### src/rtl/print_compare_pkg.sv
// Shared definitions for the print compare / hammer-fire block.
package print_compare_pkg;

    localparam int PCG_W         = 6;
    localparam int DEF_POSITIONS = 132;
    localparam int DEF_SUBSCANS  = 3;

    localparam logic [PCG_W-1:0] PCG_BLANK = '0;

    typedef enum logic [2:0] {
        ST_IDLE  = 3'd0,
        ST_ARMED = 3'd1,
        ST_SCAN  = 3'd2,
        ST_DRAIN = 3'd3,
        ST_DONE  = 3'd4
    } state_t;

    function automatic logic is_blank(input logic [PCG_W-1:0] code);
        return code == PCG_BLANK;
    endfunction

endpackage

### src/rtl/print_compare_if.sv
// Print line buffer read bus: the compare block is master, the buffer is slave.
interface print_compare_if #(
    parameter int ADDR_W = 8
) ();
    import print_compare_pkg::*;

    logic              o_buf_rd;
    logic [ADDR_W-1:0] o_buf_addr;
    logic [PCG_W-1:0]  i_buf_data;

    modport master (
        output o_buf_rd,
        output o_buf_addr,
        input  i_buf_data
    );

    modport slave (
        input  o_buf_rd,
        input  o_buf_addr,
        output i_buf_data
    );
endinterface

### src/rtl/print_compare_edge_detect.sv
// Level-to-pulse converter: one-cycle pulse on each rising edge of i_level.
module print_compare_edge_detect (
    input  logic i_clk,
    input  logic i_reset,
    input  logic i_level,
    output logic o_pulse
);
    logic r_last;

    // Remember last cycle's level every clock.
    always_ff @(posedge i_clk or posedge i_reset) begin
        if (i_reset) r_last <= 1'b0;
        else         r_last <= i_level;
    end

    assign o_pulse = i_level & ~r_last;
endmodule

### src/rtl/print_compare.sv
// Print compare: scans one interleaved subscan of the line buffer per chain
// subscan, fires each hammer once when its character meets the PCG code.
//
// state    | meaning
// ---------+--------------------------------------------------------------
// IDLE     | no line in progress; waiting for a start edge
// ARMED    | line open, waiting for the next subscan edge
// SCAN     | issuing one buffer read per cycle for the current subscan
// DRAIN    | final compare of the subscan, then decide line end
// DONE     | line fully printed; o_line_done pulse
module print_compare
    import print_compare_pkg::*;
#(
    parameter int POSITIONS    = DEF_POSITIONS,
    parameter int SUBSCANS     = DEF_SUBSCANS,
    parameter int ADDR_W       = 8,
    parameter int MAX_SUBSCANS = 1440
) (
    input  logic              i_clk,
    input  logic              i_reset,
    input  logic              i_start_line,
    input  logic              i_subscan,
    input  logic [1:0]        i_subscan_id,
    input  logic [PCG_W-1:0]  i_pcg,
    print_compare_if.master   bus,
    output logic              o_fire,
    output logic [ADDR_W-1:0] o_fire_pos,
    output logic              o_busy,
    output logic              o_line_done,
    output logic              o_print_check,
    output logic              o_overrun
);
    localparam int CNT_W = $clog2(MAX_SUBSCANS + 1);
    localparam logic [ADDR_W:0]  LP_SUB = SUBSCANS[ADDR_W:0];
    localparam logic [ADDR_W:0]  LP_POS = POSITIONS[ADDR_W:0];
    localparam logic [CNT_W-1:0] LP_MAX = MAX_SUBSCANS[CNT_W-1:0];

    state_t                 r_state, w_state_nxt;
    logic [ADDR_W-1:0]      r_pos;
    logic [PCG_W-1:0]       r_pcg;
    logic [CNT_W-1:0]       r_count;
    logic [POSITIONS-1:0]   r_mask;
    logic                   r_cmp_valid;
    logic [ADDR_W-1:0]      r_cmp_addr;
    logic                   r_print_check;
    logic                   r_overrun;

    logic                   w_start_edge, w_sub_edge;
    logic                   w_id_ok;
    logic [ADDR_W:0]        w_pos_nxt;
    logic                   w_last_issue;
    logic                   w_cmp_act, w_cmp_blank, w_cmp_match;
    logic                   w_fire, w_set;
    logic [POSITIONS-1:0]   w_mask_next;
    logic                   w_all_done;
    logic                   w_clear_line, w_accept, w_issue, w_set_pc, w_set_ovr;

    print_compare_edge_detect u_start_edge (
        .i_clk   (i_clk),
        .i_reset (i_reset),
        .i_level (i_start_line),
        .o_pulse (w_start_edge)
    );

    print_compare_edge_detect u_subscan_edge (
        .i_clk   (i_clk),
        .i_reset (i_reset),
        .i_level (i_subscan),
        .o_pulse (w_sub_edge)
    );

    assign w_id_ok      = {{(ADDR_W-1){1'b0}}, i_subscan_id} < LP_SUB;
    assign w_pos_nxt    = {1'b0, r_pos} + LP_SUB;
    assign w_last_issue = w_pos_nxt >= LP_POS;

    // Compare stage runs on the data returned for last cycle's read.
    assign w_cmp_act   = r_cmp_valid & ~r_mask[r_cmp_addr];
    assign w_cmp_blank = is_blank(bus.i_buf_data);
    assign w_cmp_match = bus.i_buf_data == r_pcg;
    assign w_fire      = w_cmp_act & ~w_cmp_blank & w_cmp_match;
    assign w_set       = w_cmp_act & (w_cmp_blank | w_cmp_match);

    // Printed mask including this cycle's compare, so DRAIN sees the last result.
    always_comb begin
        w_mask_next = r_mask;
        if (w_set) w_mask_next[r_cmp_addr] = 1'b1;
    end

    assign w_all_done = &w_mask_next;

    // State register.
    always_ff @(posedge i_clk or posedge i_reset) begin
        if (i_reset) r_state <= ST_IDLE;
        else         r_state <= w_state_nxt;
    end

    // Next-state decode and per-state control strobes.
    always_comb begin
        w_state_nxt  = r_state;
        w_clear_line = 1'b0;
        w_accept     = 1'b0;
        w_issue      = 1'b0;
        w_set_pc     = 1'b0;
        w_set_ovr    = 1'b0;
        o_busy       = 1'b1;
        o_line_done  = 1'b0;
        case (r_state)
            ST_IDLE: begin
                o_busy = 1'b0;
                if (w_start_edge) begin
                    w_clear_line = 1'b1;
                    w_state_nxt  = ST_ARMED;
                end
            end
            ST_ARMED: begin
                if (w_sub_edge && w_id_ok) begin
                    w_accept    = 1'b1;
                    w_state_nxt = ST_SCAN;
                end
            end
            ST_SCAN: begin
                w_issue   = 1'b1;
                w_set_ovr = w_sub_edge;
                if (w_last_issue) w_state_nxt = ST_DRAIN;
            end
            ST_DRAIN: begin
                w_set_ovr = w_sub_edge;
                if (w_all_done) begin
                    w_state_nxt = ST_DONE;
                end else if (r_count == LP_MAX) begin
                    w_set_pc    = 1'b1;
                    w_state_nxt = ST_IDLE;
                end else begin
                    w_state_nxt = ST_ARMED;
                end
            end
            ST_DONE: begin
                o_line_done = 1'b1;
                w_state_nxt = ST_IDLE;
            end
            default: begin
                o_busy      = 1'b0;
                w_state_nxt = ST_IDLE;
            end
        endcase
    end

    // Line context, scan pointer, compare pipeline and sticky flags.
    always_ff @(posedge i_clk or posedge i_reset) begin
        if (i_reset) begin
            r_pos         <= '0;
            r_pcg         <= '0;
            r_count       <= '0;
            r_mask        <= '0;
            r_cmp_valid   <= 1'b0;
            r_cmp_addr    <= '0;
            r_print_check <= 1'b0;
            r_overrun     <= 1'b0;
        end else begin
            if (w_clear_line) begin
                r_mask        <= '0;
                r_count       <= '0;
                r_print_check <= 1'b0;
                r_overrun     <= 1'b0;
            end else begin
                r_mask <= w_mask_next;
                if (w_set_pc)  r_print_check <= 1'b1;
                if (w_set_ovr) r_overrun     <= 1'b1;
                if (w_accept)  r_count       <= r_count + 1'b1;
            end
            if (w_accept) begin
                r_pcg <= i_pcg;
                r_pos <= {{(ADDR_W-2){1'b0}}, i_subscan_id};
            end else if (w_issue) begin
                r_pos <= w_pos_nxt[ADDR_W-1:0];
            end
            r_cmp_valid <= w_issue;
            if (w_issue) r_cmp_addr <= r_pos;
        end
    end

    assign bus.o_buf_rd   = w_issue;
    assign bus.o_buf_addr = w_issue ? r_pos : '0;
    assign o_fire         = w_fire;
    assign o_fire_pos     = w_fire ? r_cmp_addr : '0;
    assign o_print_check  = r_print_check;
    assign o_overrun      = r_overrun;
endmodule

### src/flat_wrapper.sv
// flat-port wrapper written by rule: the top's interface ports become plain ports
module print_compare_flat import print_compare_pkg::*;
#(
    parameter int POSITIONS    = DEF_POSITIONS,
    parameter int SUBSCANS     = DEF_SUBSCANS,
    parameter int ADDR_W       = 8,
    parameter int MAX_SUBSCANS = 1440
)
  (i_clk, i_reset, i_start_line, i_subscan, i_subscan_id, i_pcg, o_fire, o_fire_pos, o_busy, o_line_done, o_print_check, o_overrun, bus_o_buf_rd, bus_o_buf_addr, bus_i_buf_data);
  print_compare_if #(.ADDR_W(ADDR_W)) bus_i ();
  input  logic i_clk;
  input  logic i_reset;
  input  logic i_start_line;
  input  logic i_subscan;
  input  logic [1:0] i_subscan_id;
  input  logic [PCG_W-1:0] i_pcg;
  output logic o_fire;
  output logic [ADDR_W-1:0] o_fire_pos;
  output logic o_busy;
  output logic o_line_done;
  output logic o_print_check;
  output logic o_overrun;
  output wire logic [$bits(bus_i.o_buf_rd)-1:0] bus_o_buf_rd;
  output wire logic [$bits(bus_i.o_buf_addr)-1:0] bus_o_buf_addr;
  input wire logic [$bits(bus_i.i_buf_data)-1:0] bus_i_buf_data;
  assign bus_o_buf_rd = bus_i.o_buf_rd;
  assign bus_o_buf_addr = bus_i.o_buf_addr;
  assign bus_i.i_buf_data = bus_i_buf_data;
  print_compare #(.POSITIONS(POSITIONS), .SUBSCANS(SUBSCANS), .ADDR_W(ADDR_W), .MAX_SUBSCANS(MAX_SUBSCANS)) u_core (.i_clk(i_clk), .i_reset(i_reset), .i_start_line(i_start_line), .i_subscan(i_subscan), .i_subscan_id(i_subscan_id), .i_pcg(i_pcg), .bus(bus_i), .o_fire(o_fire), .o_fire_pos(o_fire_pos), .o_busy(o_busy), .o_line_done(o_line_done), .o_print_check(o_print_check), .o_overrun(o_overrun));
endmodule
### config.mk
export PLATFORM = sky130hd
export DESIGN_NAME = print_compare_flat
export DESIGN_NICKNAME = d
export VERILOG_FILES = /design/src/rtl/print_compare_pkg.sv /design/src/rtl/print_compare_if.sv /design/src/rtl/print_compare_edge_detect.sv /design/src/rtl/print_compare.sv /design/src/flat_wrapper.sv
export SDC_FILE = /design/constraint.sdc
export NUM_CORES = 1
export LEC_CHECK = 0
export ABC_AREA = 1
export BUFFER_PORTS_ARGS = -buffer_cell sky130_fd_sc_hd__clkbuf_2
export CAP_MARGIN = 25
export CORE_ASPECT_RATIO = 1.5
export CORE_UTILIZATION = 35
export CTS_CLUSTER_SIZE = 20
export DETAILED_ROUTE_END_ITERATION = 6
export PLACE_DENSITY = 0.56
export SYNTH_ARGS = -nofsm -noshare
export SYNTH_HDL_FRONTEND = slang
export SYNTH_SLANG_ARGS = --single-unit
### constraint.sdc
create_clock -name i_clk -period 5.7 [get_ports i_clk]
set_clock_uncertainty 0.2 [all_clocks]
set_input_delay 0.57 -clock i_clk [delete_from_list [all_inputs] [get_ports i_clk]]
set_output_delay 0.57 -clock i_clk [all_outputs]
set_load 0.01 [all_outputs]
### Word level (Yosys, flattened, before mapping)

Cells that the tools add are included.

| cells by class | value |
|---|---|
| $add $sub $neg | 2 |
| $lt $le $gt $ge | 4 |
| equal/unequal tests | 9 |
| mux-type cells | 33 |
| bitwise gates (word level) | 12 |
| reductions and logical operators | 12 |

Operators with widths:

| kind | number |
|---|---|
| two-way mux 132 bit | 2 |
| OR 132 bit | 1 |
| AND reduction 132 bit | 1 |
| two-way mux 8 bit | 4 |
| two-way mux 11 bit | 2 |
| two-way mux 1 bit | 18 |
| two-way mux 3 bit | 4 |
| one-hot mux 3 bit (4 select lines) | 1 |
| adder 11 x 1 -> 11 bit, second input constant | 1 |
| == test 11 bit, second input constant | 1 |
| adder 8 x 2 -> 9 bit, second input constant | 1 |
| greater-or-equal comparator 9 x 8 -> 1 bit, second input constant | 1 |
| less-than comparator 8 x 9 -> 1 bit, second input constant | 1 |
| binary-select mux 1 bit (select 8 bit) | 1 |
| demux 1 bit (select 8 bit) | 1 |
| greater-or-equal comparator 8 x 1 -> 1 bit, second input constant | 1 |
| nonzero test 2 bit | 4 |
| bitwise AND 1 bit | 6 |
| == test 3 x 2 -> 1 bit, second input constant | 2 |
| == test 6 bit | 1 |
| zero test 6 bit | 1 |
| != test 2 x 1 -> 1 bit, second input constant | 2 |
| inverter 1 bit | 4 |
| OR reduction 4 bit | 1 |
| other kinds (9) | 10 |

| storage, ports and cells | value |
|---|---|
| flip-flop bits (word level) | 173 |
| input bits | 18 |
| output and inout bits | 22 |
| word-level logic and storage cells | 83 |

### Depth between registers and ports, before layout

Gate-level depths: netlist of the first run.

| depth | value |
|---|---|
| word-level depth | 11 |
| depth in mapped cells | 29 |

### Cells and area by module

Synthesis of the first run repeated with hierarchy kept, for this count alone.

| unflattened totals | value |
|---|---|
| cell total of the unflattened synthesis | 1677 |
| area, all modules | 10891.7 um^2 |

Modules (own cells, without submodules):

| module | instances | cells each | area each (um^2) |
|---|---|---|---|
| print_compare | 1 | 1669 | 10814.1 |
| print_compare_edge_detect | 2 | 4 | 38.8 |

### Least setup slack after synthesis of the first run

Ideal clock, no wire load.

| path | value |
|---|---|
| path kind | register to output |
| start | register u_core.r_cmp_addr[0] |
| end | output port o_fire_pos[0] |
| data arrival time | 2.541 ns |
| required time | 4.930 ns |
| setup slack | 2.389 ns |
| cell stages (with the launch flop) | 21 |
| path buffers | 5 |
| cell sequence | dfrtp_1 buf_4 buf_6 buf_2 nand2_1 o21ai_0 nand2_1 nand2_1 nand2_1 nand2_1 nor2_1 nor2_1 nor2_1 nand2_1 a21oi_1 buf_4 buf_4 nand2_1 nor3_1 inv_1 nor2_1 |

| on the way | value |
|---|---|
| word-level cells in the longest chain between the ends | 7 |

Ends and longest elaborated chain:

| item | RTL line | RTL |
|---|---|---|
| start: declaration | print_compare.sv:44 | `logic [ADDR_W-1:0] r_cmp_addr;` |
| start signal: assignment | print_compare.sv:178 | `if (w_issue) r_cmp_addr <= r_pos;` |
| binary-select mux 1 bit (select 8 bit) | print_compare.sv:77 | `assign w_cmp_act = r_cmp_valid & ~r_mask[r_cmp_addr];` |
| two-way mux 1 bit (not written as such) | print_compare.sv:77 |  |
| inverter 1 bit | print_compare.sv:77 |  |
| bitwise AND 1 bit | print_compare.sv:77 |  |
| bitwise AND 1 bit (2 in a row) | print_compare.sv:80 | `assign w_fire = w_cmp_act & ~w_cmp_blank & w_cmp_match;` |
| net o_fire | flat_wrapper.sv:17 | `output logic o_fire;` |
| two-way mux 8 bit | print_compare.sv:185 | `assign o_fire_pos = w_fire ? r_cmp_addr : '0;` |
| end: declaration | flat_wrapper.sv:18 | `output logic [ADDR_W-1:0] o_fire_pos;` |

The timed path passes the listed nets, and every way through them passes these cells. The select of a mux whose other input is x is not followed.

### Worst setup path after layout of the first run

| path | value |
|---|---|
| start | register u_core.r_cmp_addr[0] |
| end | output port o_fire_pos[0] |

| on the way | value |
|---|---|
| word-level cells in the longest chain between the ends | 7 |

Ends and longest elaborated chain:

| item | RTL line |
|---|---|
| binary-select mux 1 bit (select 8 bit) | print_compare.sv:77 |
| two-way mux 1 bit (not written as such) | print_compare.sv:77 |
| inverter 1 bit | print_compare.sv:77 |
| bitwise AND 1 bit | print_compare.sv:77 |
| bitwise AND 1 bit (2 in a row) | print_compare.sv:80 |
| two-way mux 8 bit * | print_compare.sv:185 |

Every way passes the cells marked *; elsewhere a longest branch is shown, timed or not. The select of a mux whose other input is x is not followed.

==> results of run 1 <==
## flip-flops by register name (all words and copies together), names as in the netlist
register and count:
u_core.u_start_edge.r_last 1, u_core.r_cmp_valid 1, u_core.r_state 3, u_core.u_subscan_edge.r_last 1, u_core.o_print_check 1, u_core.r_count 11, u_core.r_pcg 6, u_core.r_cmp_addr 8
u_core.r_pos 8, u_core.o_overrun 1, u_core.r_mask 132
## power by group
part / internal [W] / switching (W)
Clock: 0.000653 / 0.000558
Sequential: 0.00134 / 0.000116
Combinational: 0.000273 / 0.00101
Total: 0.00227 / 0.00169
## placed cells by master, fill, tap and decap left out, drive strengths merged, types with 2 or more instances in the layout
master,instances
o21bai,32
and2,4
buf,31
clkinv,7
nand3,26
nor3,31
nand4,68
nor4,4
xor2,7
bufinv,2
o221ai,2
inv,200
xnor2,2
o22ai,6
clkbuf,57
nor2,404
clkinvlp,6
dfrtp,173
nor3b,4
a21oi,77
ha,3
nand2,471
o21ai,42
## layer usage
metal  wire (um)  part of all wire, %
met5           0                    0
met4        2970                  7.8
met1       14300                   38
met3        2100                  5.6
met2       18500                   49
## cells by family after synthesis
kind of cell    after synthesis
compound gates              164
xor+xnor                      9
fa+ha+maj                     3
buf+inv                     267
flops                       173
simple gates               1015
## final cells by class
cell class	instances	area (um2)	area share, %
clock inverter	14	160	1.35
clock buffer	18	429	3.63
sequential	173	4330	36.6
inverter	201	762	6.44
multi-input combinational	1191	5190	43.8
tap	395	494	4.17
timing repair buffer	70	477	4.03
## metrics by stage
stage               cells  total power, W
finish               2062         0.00395
global route         2062         0.00412
CTS                  2062         0.00394
detailed placement   2030         0.00273
global placement     2028         0.00271
floorplan            1631         0.00221
## critical path: stages (launching register included)
cell and delay (ns):
sky130_fd_sc_hd__dfrtp_2 0.73, sky130_fd_sc_hd__inv_2 0.44, sky130_fd_sc_hd__nand2_1 0.34, sky130_fd_sc_hd__nor2_1 0.10
sky130_fd_sc_hd__nor2_1 0.09, sky130_fd_sc_hd__nand2_1 0.05, sky130_fd_sc_hd__nand2_1 0.05, sky130_fd_sc_hd__nand2_1 0.05
sky130_fd_sc_hd__nor2_1 0.08, sky130_fd_sc_hd__nor2_1 0.04, sky130_fd_sc_hd__nor2_1 0.11, sky130_fd_sc_hd__nand2_1 0.12
sky130_fd_sc_hd__a21oi_4 0.60, sky130_fd_sc_hd__nand2_1 0.16, sky130_fd_sc_hd__nor3_1 0.40, sky130_fd_sc_hd__inv_1 0.25
sky130_fd_sc_hd__nor2_1 0.21, sky130_fd_sc_hd__clkbuf_2 0.17
## final timing paths
kind | start | endpoint | slack (ns) | cells after the start
min in group asynchronous | i_reset | u_core.r_pos[7] | 0.07 | 2
worst max-delay path | u_core.r_cmp_addr[0] | o_fire_pos[0] | 0.44 | 17
worst max register to register | u_core.r_cmp_addr[0] | u_core.r_state[2] | 0.74 | 23
worst min-delay path | i_subscan | u_core.u_subscan_edge.r_last | 0.02 | 1
worst min register to register | u_core.r_pcg[2] | u_core.r_pcg[2] | 0.30 | 2
max in group asynchronous | i_reset | u_core.r_mask[9] | 3.92 | 3
==> out/metrics.sh, run 1 <==
STATUS='finished clean'
NUM_ANTENNA_CELLS=0
POST-SYNTH-TOP-AREA-CELL='sky130_fd_sc_hd__dfrtp_1'
POST_SYNTH_SIMPLE_GATE_AREA_PCT=38.9
START_UTIL_PCT=35.8
DPL-INSTANCE-AREA_UM2=11200
MUXSHAREOFSYNTHAREA_PCT=0
NUMBER_OF_SINKS_HANDLED_BY_CLOCK_TREE_SYNTHESIS=173
GRT_BUSIEST_LAYER='met2'
YOSYS.AREA.TOP_TYPE_SHARE_PCT=40.9
FP.DIEAREA_UM2=30900
REPORT.FINAL.HOLD_VIOL_COUNT=0
DIEHEIGHT_UM=215
DESIGN.PORTCOUNT=40
FP.DIEW_UM=144
SYNTH_ENABLE_FLOP_CELLS=0
DRTANTENNAVIOLNETS=0
SYNTH.CELL_AREA_UM2=10600
CLKSLEWWORSTSETUPHOLDPATHS_NS=0.07
SYNTH_CELLS=1631
HTREEDEPTH=4
SETUP_TNS_FINAL_NS=0
CTS_BUFFERS=17
PER_CELL_VIA_COUNT_IN_THE_ROUTED_DESIGN=5.15
ROUTE.FINAL.WIRE_LENGTH_UM=37800
RELSLEWSLACK_PCT=36.3
SHARE_OF_THE_SYNTHESIZED_AREA_IN_COMPOUND_GATES_AO_OA_AOI_OAI_PCT=8.86
GRT_USAGE_PCT=25.5
TRITONCTS='yes'
CRIT_FANOUT=27
VIA_COUNT_OF_THE_FIRST_GLOBAL_ROUTING_PASS=10600
CLK_ROOT_BUFFER_CELL='sky130_fd_sc_hd__clkbuf_16'
MAX_SLEW.WORST_PIN.SLEW_NS=0.952
FINALINSTANCEAREA_UM2=11800
DRT_PRE_ANTENNA_ITERS=5
SYNTH-SEQ-AREA-SHARE_PCT=40.9
HOLD_BUFFERS=0
GRT_USE_MET3_PCT=4.55
CTS-RESIZED-GATES=0
POSTCTSSETUPBUFFERS=0
FIN_WORST_HOLD_SLACK_NS=0.0245
SETUP.WORST_PATH.START_CLASS='register'
USE_MET1_PCT=28.4
PLACE.GP.CONGESTION=0.911
GRT_UTIL_MET2_PCT=43.1
WORST-ENDPOINT-REQUIRED_NS=4.93
FLOORPLAN.ROWS=77
CRITPATHKIND='reg2out'
GRT_START_MAX_NET_PINS=95
SYNTH-ASYNC-RESET-RATIO_PCT=100
WORSTHOLDPATHTYPE='in2reg'
FINAL_CELL_UTILIZATION_OF_THE_CORE_PCT=40.0
SYNTH_MOST_COMMON_CELL='sky130_fd_sc_hd__nand2_1'
GRT-OVFL-TOTAL=0
CLOCK_PERIOD_MINUS_WORST_SLACK_NS=5.26
WORST_IR_DROP_VDD_V=0.000261
CTS.PATH.MAX_BUFFERS=2
SYNTH_TOP_CELLS_BY_AREA='sky130_fd_sc_hd__dfrtp_1 41%, sky130_fd_sc_hd__nand2_1 17%, sky130_fd_sc_hd__nor2_1 14%'
DETAILEDPLACEMENTHPWL_UM=27100
PRE_CTS_WS_NS=0.814
POST_ROUTE_CELLS_DRIVE_ABOVE_1_SHARE_PCT=7.02
YOSYSWARNINGCOUNT=0
GRT_ANTENNA_BEFORE_REPAIR=0
MAXCAPVIOLCOUNT=0
ROUTED-VIA-COUNT=10600
POWER_DENSITY_nW_PER_UM2=334
FIN_CRIT_SH_PCT=92.3
SETUP_REPAIR_AFTER_GLOBAL_ROUTING_MISSED_ITS_MARGIN='no'
ROUTE.DETAILED.WL_PER_INST_UM=18.3
LAYOUT-AREA-OVERHEAD-VS-SYNTH_PCT=11.9
MAX_FREQ_MHz=190
DOMINANT_COMBINATIONAL_CELL_FAMILY_BY_AREA_AFTER_SYNTHESIS='simple AND/OR/NAND/NOR gates'
NUM-NETS-FINAL=1675
WORST_SKEW_PAIR.LATE_LATENCY_NS=0.47
IO_BUFFER_COUNT=39
FIRST_ITER_VIOLATIONS=838
FINAL-MAX-SLEW-VIOLATION-COUNT=0
YOSYS_MOST_USED_DFF='sky130_fd_sc_hd__dfrtp_1'
CRITICAL_PATH.ENDPOINT_TYPE='primary output'
DRC_ERRORS=0
SYN_NETS=1652
SYNTH-XOR-AREA-SHARE_PCT=0.745
POWER.STATIC_LEAKAGE_nW=5.44
WORST-ENDPOINT-ARRIVAL_NS=4.49
SYNTH.AVG_CELL_AREA_UM2=6.49
CORE_AREA_UM2=29600
GRT_FIRST_PASS_WIRELENGTH_UM=58800
YS_SEQ_ELEMENTS=173
NUM-FILL-CELLS=3213
SETUP_VIOLATIONS=0
LAYOUT_SETUP_WS_NS=0.439
POST_SYNTH_NUM_CELL_TYPES=38
YOSYS.AREA_SHARE.ADDER_PCT=0.355
SYNTH.CELLS.MOST_FREQUENT='469 x sky130_fd_sc_hd__nand2_1, 403 x sky130_fd_sc_hd__nor2_1, 192 x sky130_fd_sc_hd__inv_1'
Power figures use the tool's default switching activity.
==> run 2, diff against run 1 <==
--- a/config.mk
+++ b/config.mk
@@ -9,10 +9,10 @@
 export BUFFER_PORTS_ARGS = -buffer_cell sky130_fd_sc_hd__clkbuf_2
 export CAP_MARGIN = 25
 export CORE_ASPECT_RATIO = 1.5
-export CORE_UTILIZATION = 35
+export CORE_UTILIZATION = 25
 export CTS_CLUSTER_SIZE = 20
 export DETAILED_ROUTE_END_ITERATION = 6
-export PLACE_DENSITY = 0.56
+export PLACE_DENSITY = 0.44
 export SYNTH_ARGS = -nofsm -noshare
 export SYNTH_HDL_FRONTEND = slang
 export SYNTH_SLANG_ARGS = --single-unit
==> out/metrics.sh, run 2 (synthesis gave the netlist of run 1 again) <==
DETAILEDPLACEMENTHPWL_UM=30100  # was 27100 um
FP.DIEW_UM=170  # was 144 um
LAYOUT_SETUP_WS_NS=0.351  # was 0.439 ns
GRT_USE_MET3_PCT=2.60  # was 4.55%
WORST-ENDPOINT-ARRIVAL_NS=4.58  # was 4.49 ns
DRT_PRE_ANTENNA_ITERS=7  # was 5
GRT_ANTENNA_BEFORE_REPAIR=0  # unchanged
RELSLEWSLACK_PCT=44.5  # was 36.3%
CRITPATHKIND='reg2out'  # unchanged
LAYOUT.CELLS.MOST_COMMON_LIST='467 x sky130_fd_sc_hd__nand2_1, 403 x sky130_fd_sc_hd__nor2_1, 191 x sky130_fd_sc_hd__inv_1'  # unchanged
GRT_BUSIEST_LAYER='met2'  # unchanged
POWER_DENSITY_nW_PER_UM2=336  # was 334 nW/um2
GRT_FIRST_PASS_WIRELENGTH_UM=63500  # was 58800 um
GRT_START_MAX_NET_PINS=100  # was 95
SETUP_REPAIR_AFTER_GLOBAL_ROUTING_MISSED_ITS_MARGIN='no'  # unchanged
USE_MET1_PCT=22.5  # was 28.4%
WORSTHOLDPATHTYPE='in2reg'  # unchanged
REGISTERS_WITH_THE_MOST_FLIP_FLOPS='u_core.r_mask (132), u_core.r_count (11)'  # unchanged
PRE_CTS_WS_NS=0.735  # was 0.814 ns
NUM_ANTENNA_CELLS=0  # unchanged
NUM-NETS-FINAL=1678  # was 1675
WORST_IR_DROP_VDD_V=0.000210  # was 0.000261 V
PLACE.GP.CONGESTION=0.915  # was 0.911
CLOCK_PERIOD_MINUS_WORST_SLACK_NS=5.35  # was 5.26 ns
REPORT.FINAL.HOLD_VIOL_COUNT=0  # unchanged
DESIGN.PORTCOUNT=40  # unchanged
MULTI_INPUT_COMB_AREA_UM2=5190  # unchanged
REGAREA_UM2=4330  # unchanged
ROUTE.FINAL.WIRE_LENGTH_UM=41400  # was 37800 um
GRT_USAGE_PCT=19.9  # was 25.5%
WORST_SKEW_PAIR.LATE_LATENCY_NS=0.47  # about the same
DIEHEIGHT_UM=254  # was 215 um
REGISTER_WITH_THE_MOST_FLIP_FLOPS='u_core.r_mask'  # unchanged
CRITICAL_PATH.ENDPOINT_TYPE='primary output'  # unchanged
MAX_SLEW.WORST_PIN.SLEW_NS=0.833  # was 0.952 ns
SETUP.WORST_PATH.START_CLASS='register'  # unchanged
FINAL-MAX-SLEW-VIOLATION-COUNT=0  # unchanged
ROUTE.DETAILED.WL_PER_INST_UM=18.6  # was 18.3 um
CORE_AREA_UM2=41400  # was 29600 um2
TOTAL_POWER_W=0.00406  # was 0.00395 W
POWER.STATIC_LEAKAGE_nW=5.50  # was 5.44 nW
GRT-OVFL-TOTAL=0  # unchanged
POST_ROUTE_CELLS_DRIVE_ABOVE_1_SHARE_PCT=7.19  # was 7.02%
MOSTFREQUENTLAYOUTCELL='sky130_fd_sc_hd__nand2_1'  # unchanged
CLKSLEWWORSTSETUPHOLDPATHS_NS=0.08  # was 0.07 ns
CRIT_FANOUT=40  # was 27
STATUS='finished clean'  # unchanged
ROUTED-VIA-COUNT=10500  # was 10600
LAYOUT-AREA-OVERHEAD-VS-SYNTH_PCT=14.3  # was 11.9%
CTS.PATH.MAX_BUFFERS=2  # unchanged
NUMBER_OF_SINKS_HANDLED_BY_CLOCK_TREE_SYNTHESIS=173  # unchanged
SETUP_TNS_FINAL_NS=0  # unchanged
VIA_COUNT_OF_THE_FIRST_GLOBAL_ROUTING_PASS=10600  # about the same
LARGEST_REG_FLOPS=132  # unchanged
FIN_CRIT_SH_PCT=93.8  # was 92.3%
TRITONCTS='yes'  # unchanged
NUM-FILL-CELLS=4708  # was 3213
WORST-ENDPOINT-REQUIRED_NS=4.93  # about the same
MAXCAPVIOLCOUNT=0  # unchanged
FP.DIEAREA_UM2=43200  # was 30900 um2
START_UTIL_PCT=25.5  # was 35.8%
GRT_UTIL_MET2_PCT=35.8  # was 43.1%
DRTANTENNAVIOLNETS=0  # unchanged
FIRST_ITER_VIOLATIONS=685  # was 838
CTS_BUFFERS=17  # unchanged
DRC_ERRORS=0  # unchanged
CLK_ROOT_BUFFER_CELL='sky130_fd_sc_hd__clkbuf_16'  # unchanged
PER_CELL_VIA_COUNT_IN_THE_ROUTED_DESIGN=4.73  # was 5.15
SETUP_VIOLATIONS=0  # unchanged
HTREEDEPTH=4  # unchanged
IO_BUFFER_COUNT=39  # unchanged
MAX_FREQ_MHz=187  # was 190 MHz
FLOORPLAN.ROWS=91  # was 77
## run 2: power breakdown
part | total (W) | switching [W] | internal (W)
sequential | 0.00143 | 0.0000854 | 0.00134
clock | 0.00132 | 0.000578 | 0.000739
combinational | 0.00131 | 0.00105 | 0.000266
total | 0.00406 | 0.00171 | 0.00235
## run 2: final timing paths
| check | slack [ns] | depth (start not counted) | end | start |
|---|---|---|---|---|
| max | 0.35 | 19 | o_fire_pos[1] | u_core.r_cmp_addr[0] |
| min | 0.02 | 1 | u_core.u_subscan_edge.r_last | i_subscan |
| max reg2reg | 0.94 | 27 | u_core.r_state[0] | u_core.r_cmp_addr[0] |
| min reg2reg | 0.29 | 2 | u_core.r_pcg[2] | u_core.r_pcg[2] |
| max in group asynchronous | 3.57 | 4 | u_core.r_cmp_addr[0] | i_reset |
| min in group asynchronous | 0.47 | 3 | u_core.r_pcg[0] | i_reset |
## run 2: final cells by class
cell class | instances | area share [%]
flip-flops and latches | 173 | 35.8
multi-input cells | 1191 | 42.9
clock buffers | 20 | 3.86
clock inverters | 12 | 1.44
well taps | 558 | 5.78
repair buffers | 73 | 3.88
inverters | 201 | 6.32
## run 2: timing repair
action,4_1_cts,5_1_grt
gates resized for setup,0,1
setup endpoints to repair,0,8
buffers inserted,0,0
endpoints found under the hold margin,59,0
hold buffers,1,0
## run 2: critical path: stages, from the launching register on
cell and delay, ns:
sky130_fd_sc_hd__dfrtp_2 0.51, sky130_fd_sc_hd__buf_4 0.25, sky130_fd_sc_hd__nand2_2 0.33, sky130_fd_sc_hd__clkinv_1 0.38, sky130_fd_sc_hd__nand2_1 0.15, sky130_fd_sc_hd__nand4_1 0.10
sky130_fd_sc_hd__nand2_1 0.07, sky130_fd_sc_hd__nand2_1 0.06, sky130_fd_sc_hd__nor2_1 0.11, sky130_fd_sc_hd__nor2_1 0.05, sky130_fd_sc_hd__nor2_1 0.10, sky130_fd_sc_hd__nand2_1 0.07
sky130_fd_sc_hd__nand2_2 0.09, sky130_fd_sc_hd__buf_6 0.33, sky130_fd_sc_hd__buf_4 0.31, sky130_fd_sc_hd__nand2_1 0.16, sky130_fd_sc_hd__nor3_1 0.38, sky130_fd_sc_hd__inv_1 0.28
sky130_fd_sc_hd__nor2_1 0.16, sky130_fd_sc_hd__clkbuf_2 0.15
## run 2: metal layers
| metal | share of wire (%) | up-vias |
|---|---|---|
| met5 | 0 | - |
| met4 | 5.2 | 0 |
| met3 | 4.4 | 107 |
| met2 | 52 | 317 |
| met1 | 39 | 4989 |
| li1 | - | 5126 |
## run 2: stage by stage
stage          instance area, um2  hold slack (ns)  utilization, %  instances
3_3_place_gp                11400            0.277            27.5       2194
5_1_grt                     12100           0.0140            29.2       2228
3_5_place_dp                11400            0.278            27.5       2194
4_1_cts                     12100          0.00724            29.1       2227
6_report                    12100           0.0225            29.2       2228
2_1_floorplan               10600            0.261               -       1631
==> run 3, diff against run 2 <==
--- a/config.mk
+++ b/config.mk
@@ -9,10 +9,10 @@
 export BUFFER_PORTS_ARGS = -buffer_cell sky130_fd_sc_hd__clkbuf_2
 export CAP_MARGIN = 25
 export CORE_ASPECT_RATIO = 1.5
-export CORE_UTILIZATION = 25
+export CORE_UTILIZATION = 40
 export CTS_CLUSTER_SIZE = 20
 export DETAILED_ROUTE_END_ITERATION = 6
-export PLACE_DENSITY = 0.44
+export PLACE_DENSITY = 0.62
 export SYNTH_ARGS = -nofsm -noshare
 export SYNTH_HDL_FRONTEND = slang
 export SYNTH_SLANG_ARGS = --single-unit
==> out/metrics.sh, run 3 (synthesis gave the netlist of run 1 again) <==
ROUTED-VIA-COUNT=10700  # was 10500
REPORT.FINAL.HOLD_VIOL_COUNT=0  # unchanged
TRITONCTS='yes'  # unchanged
CLOCK_PERIOD_MINUS_WORST_SLACK_NS=4.71  # was 5.35 ns
RELSLEWSLACK_PCT=26.6  # was 44.5%
WORST_SKEW_PAIR.LATE_LATENCY_NS=0.45  # was 0.47 ns
SETUP_REPAIR_AFTER_GLOBAL_ROUTING_MISSED_ITS_MARGIN='no'  # unchanged
TOPROUTINGLAYERUSED='met4'  # unchanged
FIN_CRIT_SH_PCT=82.7  # was 93.8%
DRTANTENNAVIOLNETS=0  # unchanged
TIMING.CRITICAL_PATH.CELLS='buf_4 > nor2_2 > a21oi_1 > nand2_1 > nand2_1 > nand2_1 > nor2_1 > nor2_1 > nor2_1 > nand2_1 > nand2_2 > buf_4 > nand2_1 > nor3_1 > inv_1 > nor2_1 > clkbuf_2'  # was buf_4 > nand2_2 > clkinv_1 > nand2_1 > nand4_1 > nand2_1 > nand2_1 > nor2_1 > nor2_1 > nor2_1 > nand2_1 > nand2_2 > buf_6 > buf_4 > nand2_1 > nor3_1 > inv_1 > nor2_1 > clkbuf_2
FINAL-MAX-SLEW-VIOLATION-COUNT=0  # unchanged
CTS-RESIZED-GATES=0  # unchanged
POWER.STATIC_LEAKAGE_nW=5.40  # was 5.50 nW
SETUP.WORST_PATH.START_CLASS='register'  # unchanged
M1WIRELENGTH_UM=13300  # was 16000 um
CORE_AREA_UM2=25900  # was 41400 um2
START_UTIL_PCT=40.9  # was 25.5%
CLKSLEWWORSTSETUPHOLDPATHS_NS=0.07  # was 0.08 ns
TIMING.CRITICAL_PATH.SLOWEST_STAGE_CELL='sky130_fd_sc_hd__dfrtp_2'  # unchanged
ROUTE.MET3.WL_UM=2220  # was 1840 um
CRITPATHKIND='reg2out'  # unchanged
DESIGN.PORTCOUNT=40  # unchanged
CRITPATHTOPFAMILY='simple AND/OR/NAND/NOR gates'  # unchanged
GRT-OVFL-TOTAL=0  # unchanged
GRT_ANTENNA_BEFORE_REPAIR=0  # unchanged
WORSTHOLDPATHTYPE='in2async'  # was in2reg
NUM-NETS-FINAL=1672  # was 1678
POSTCTSSETUPBUFFERS=0  # unchanged
VIA_COUNT_OF_THE_FIRST_GLOBAL_ROUTING_PASS=10700  # was 10600
MOSTFREQUENTLAYOUTCELL='sky130_fd_sc_hd__nand2_1'  # unchanged
LARGEST_REG_FLOPS=132  # unchanged
DRT_PRE_ANTENNA_ITERS=7  # unchanged
DRC_ERRORS=0  # unchanged
CRIT_FANOUT=27  # was 40
NUMBER_OF_SINKS_HANDLED_BY_CLOCK_TREE_SYNTHESIS=173  # unchanged
POWER_DENSITY_nW_PER_UM2=326  # was 336 nW/um2
WORST_IR_DROP_VDD_V=0.000232  # was 0.000210 V
HOLD_BUFFERS=0  # was 1
ROUTE.DETAILED.WL_PER_INST_UM=18.2  # was 18.6 um
LENGTH_OF_ROUTED_MET2_WIRING_UM=17700  # was 21400 um
CP_COMMON_CELL='sky130_fd_sc_hd__nand2_1'  # unchanged
MAXCAPVIOLCOUNT=0  # unchanged
PER_CELL_VIA_COUNT_IN_THE_ROUTED_DESIGN=5.35  # was 4.73
CTS.PATH.MAX_BUFFERS=2  # unchanged
GRT_FIRST_PASS_WIRELENGTH_UM=57800  # was 63500 um
LAYOUT.CELLS.MOST_COMMON_LIST='467 x sky130_fd_sc_hd__nand2_1, 403 x sky130_fd_sc_hd__nor2_1, 191 x sky130_fd_sc_hd__inv_1'  # unchanged
DIEHEIGHT_UM=201  # was 254 um
SETUP_TNS_FINAL_NS=0  # unchanged
HTREEDEPTH=4  # unchanged
CLK_ROOT_BUFFER_CELL='sky130_fd_sc_hd__clkbuf_16'  # unchanged
REGISTERS_WITH_THE_MOST_FLIP_FLOPS='u_core.r_mask (132), u_core.r_count (11)'  # unchanged
NUM-FILL-CELLS=2702  # was 4708
FLOORPLAN.ROWS=72  # was 91
PATH_BUF_INV=4  # was 6
LAYOUT-AREA-OVERHEAD-VS-SYNTH_PCT=10.1  # was 14.3%
DETAILEDPLACEMENTHPWL_UM=26000  # was 30100 um
CRITICAL_PATH.ENDPOINT_TYPE='primary output'  # unchanged
REGAREA_UM2=4330  # unchanged
ROUTE.FINAL.WIRE_LENGTH_UM=36300  # was 41400 um
MAX_FREQ_MHz=212  # was 187 MHz
MAX_STAGE_DELAY_NS=0.69  # was 0.51 ns
IO_BUFFER_COUNT=39  # unchanged
TOTAL_POWER_W=0.00379  # was 0.00406 W
FP.DIEAREA_UM2=27100  # was 43200 um2
GRT_USAGE_PCT=28.2  # was 19.9%
WORST-ENDPOINT-ARRIVAL_NS=3.94  # was 4.58 ns
MAX_SLEW.WORST_PIN.SLEW_NS=1.10  # was 0.833 ns
MULTI_INPUT_COMB_AREA_UM2=5190  # unchanged
CTS_BUFFERS=17  # unchanged
POST_ROUTE_CELLS_DRIVE_ABOVE_1_SHARE_PCT=6.67  # was 7.19%
STATUS='finished clean'  # unchanged
NUM_ANTENNA_CELLS=0  # unchanged
FIRST_ITER_VIOLATIONS=786  # was 685
GRT_START_MAX_NET_PINS=91  # was 100
REGISTER_WITH_THE_MOST_FLIP_FLOPS='u_core.r_mask'  # unchanged
SETUP_VIOLATIONS=0  # unchanged
FP.DIEW_UM=135  # was 170 um
PLACE.GP.CONGESTION=0.935  # was 0.915
WORST-ENDPOINT-REQUIRED_NS=4.93  # about the same
==> run 3: changes by cell type in the layout (fill, tap and decap cells not counted), moves of 2 or more <==
cell | before | now
sky130_fd_sc_hd__clkinv_4 | 3 | 1
sky130_fd_sc_hd__inv_6 | 4 | 2
sky130_fd_sc_hd__clkbuf_1 | 0 | 4
sky130_fd_sc_hd__inv_8 | 3 | 0
sky130_fd_sc_hd__bufinv_16 | 3 | 1
sky130_fd_sc_hd__clkinvlp_4 | 0 | 3
sky130_fd_sc_hd__clkinv_2 | 0 | 4
sky130_fd_sc_hd__buf_4 | 31 | 28
sky130_fd_sc_hd__clkbuf_8 | 3 | 1
==> run 3: path summary, 6_finish.rpt <==
path                                      start                      endpoint  slack [ns]  cells after the start
max                        u_core.r_cmp_addr[0]                 o_fire_pos[1]        0.99                     17
min                                     i_reset               u_core.r_pos[2]        0.04                      2
max reg2reg                u_core.r_cmp_addr[0]             u_core.r_state[2]        1.02                     23
min reg2reg                     u_core.r_pcg[3]               u_core.r_pcg[3]        0.29                      2
max in group asynchronous               i_reset             u_core.r_mask[48]        4.06                      3
min in group i_clk                    i_subscan  u_core.u_subscan_edge.r_last        0.05                      1
==> run 3: per-layer routing <==
metal,up-vias,global-route usage (%)
met5,-,0
met4,0,22.2
met3,164,4.59
met2,432,47.6
met1,4992,31.1
li1,5094,-
==> run 3: final cells by class <==
cell class	count	area share, %
multi-input cells	1191	44.5
repair buffers	67	3.48
flip-flops and latches	173	37.2
inverters	201	6.54
clock buffers	22	3.90
well taps	333	3.58
clock inverters	10	0.774
==> run 3: power breakdown <==
part           switching (W)  internal [W]
Clock               0.000508      0.000612
Combinational       0.000982      0.000248
Sequential          0.000101       0.00134
==> run 3: metrics by stage <==
stage | setup slack (ns) | hold WS, ns | area (um2) | cells | utilization (%)
2_1_floorplan | 0.242 | 0.261 | 10600 | 1631 | -
3_3_place_gp | 1.27 | 0.276 | 11100 | 1965 | 42.9
3_5_place_dp | 1.18 | 0.279 | 11100 | 1965 | 42.9
4_1_cts | 1.10 | 0.0365 | 11600 | 1997 | 45.0
5_1_grt | 0.772 | 0.0376 | 11600 | 1997 | 45.0
6_report | 0.989 | 0.0368 | 11600 | 1997 | 45.0
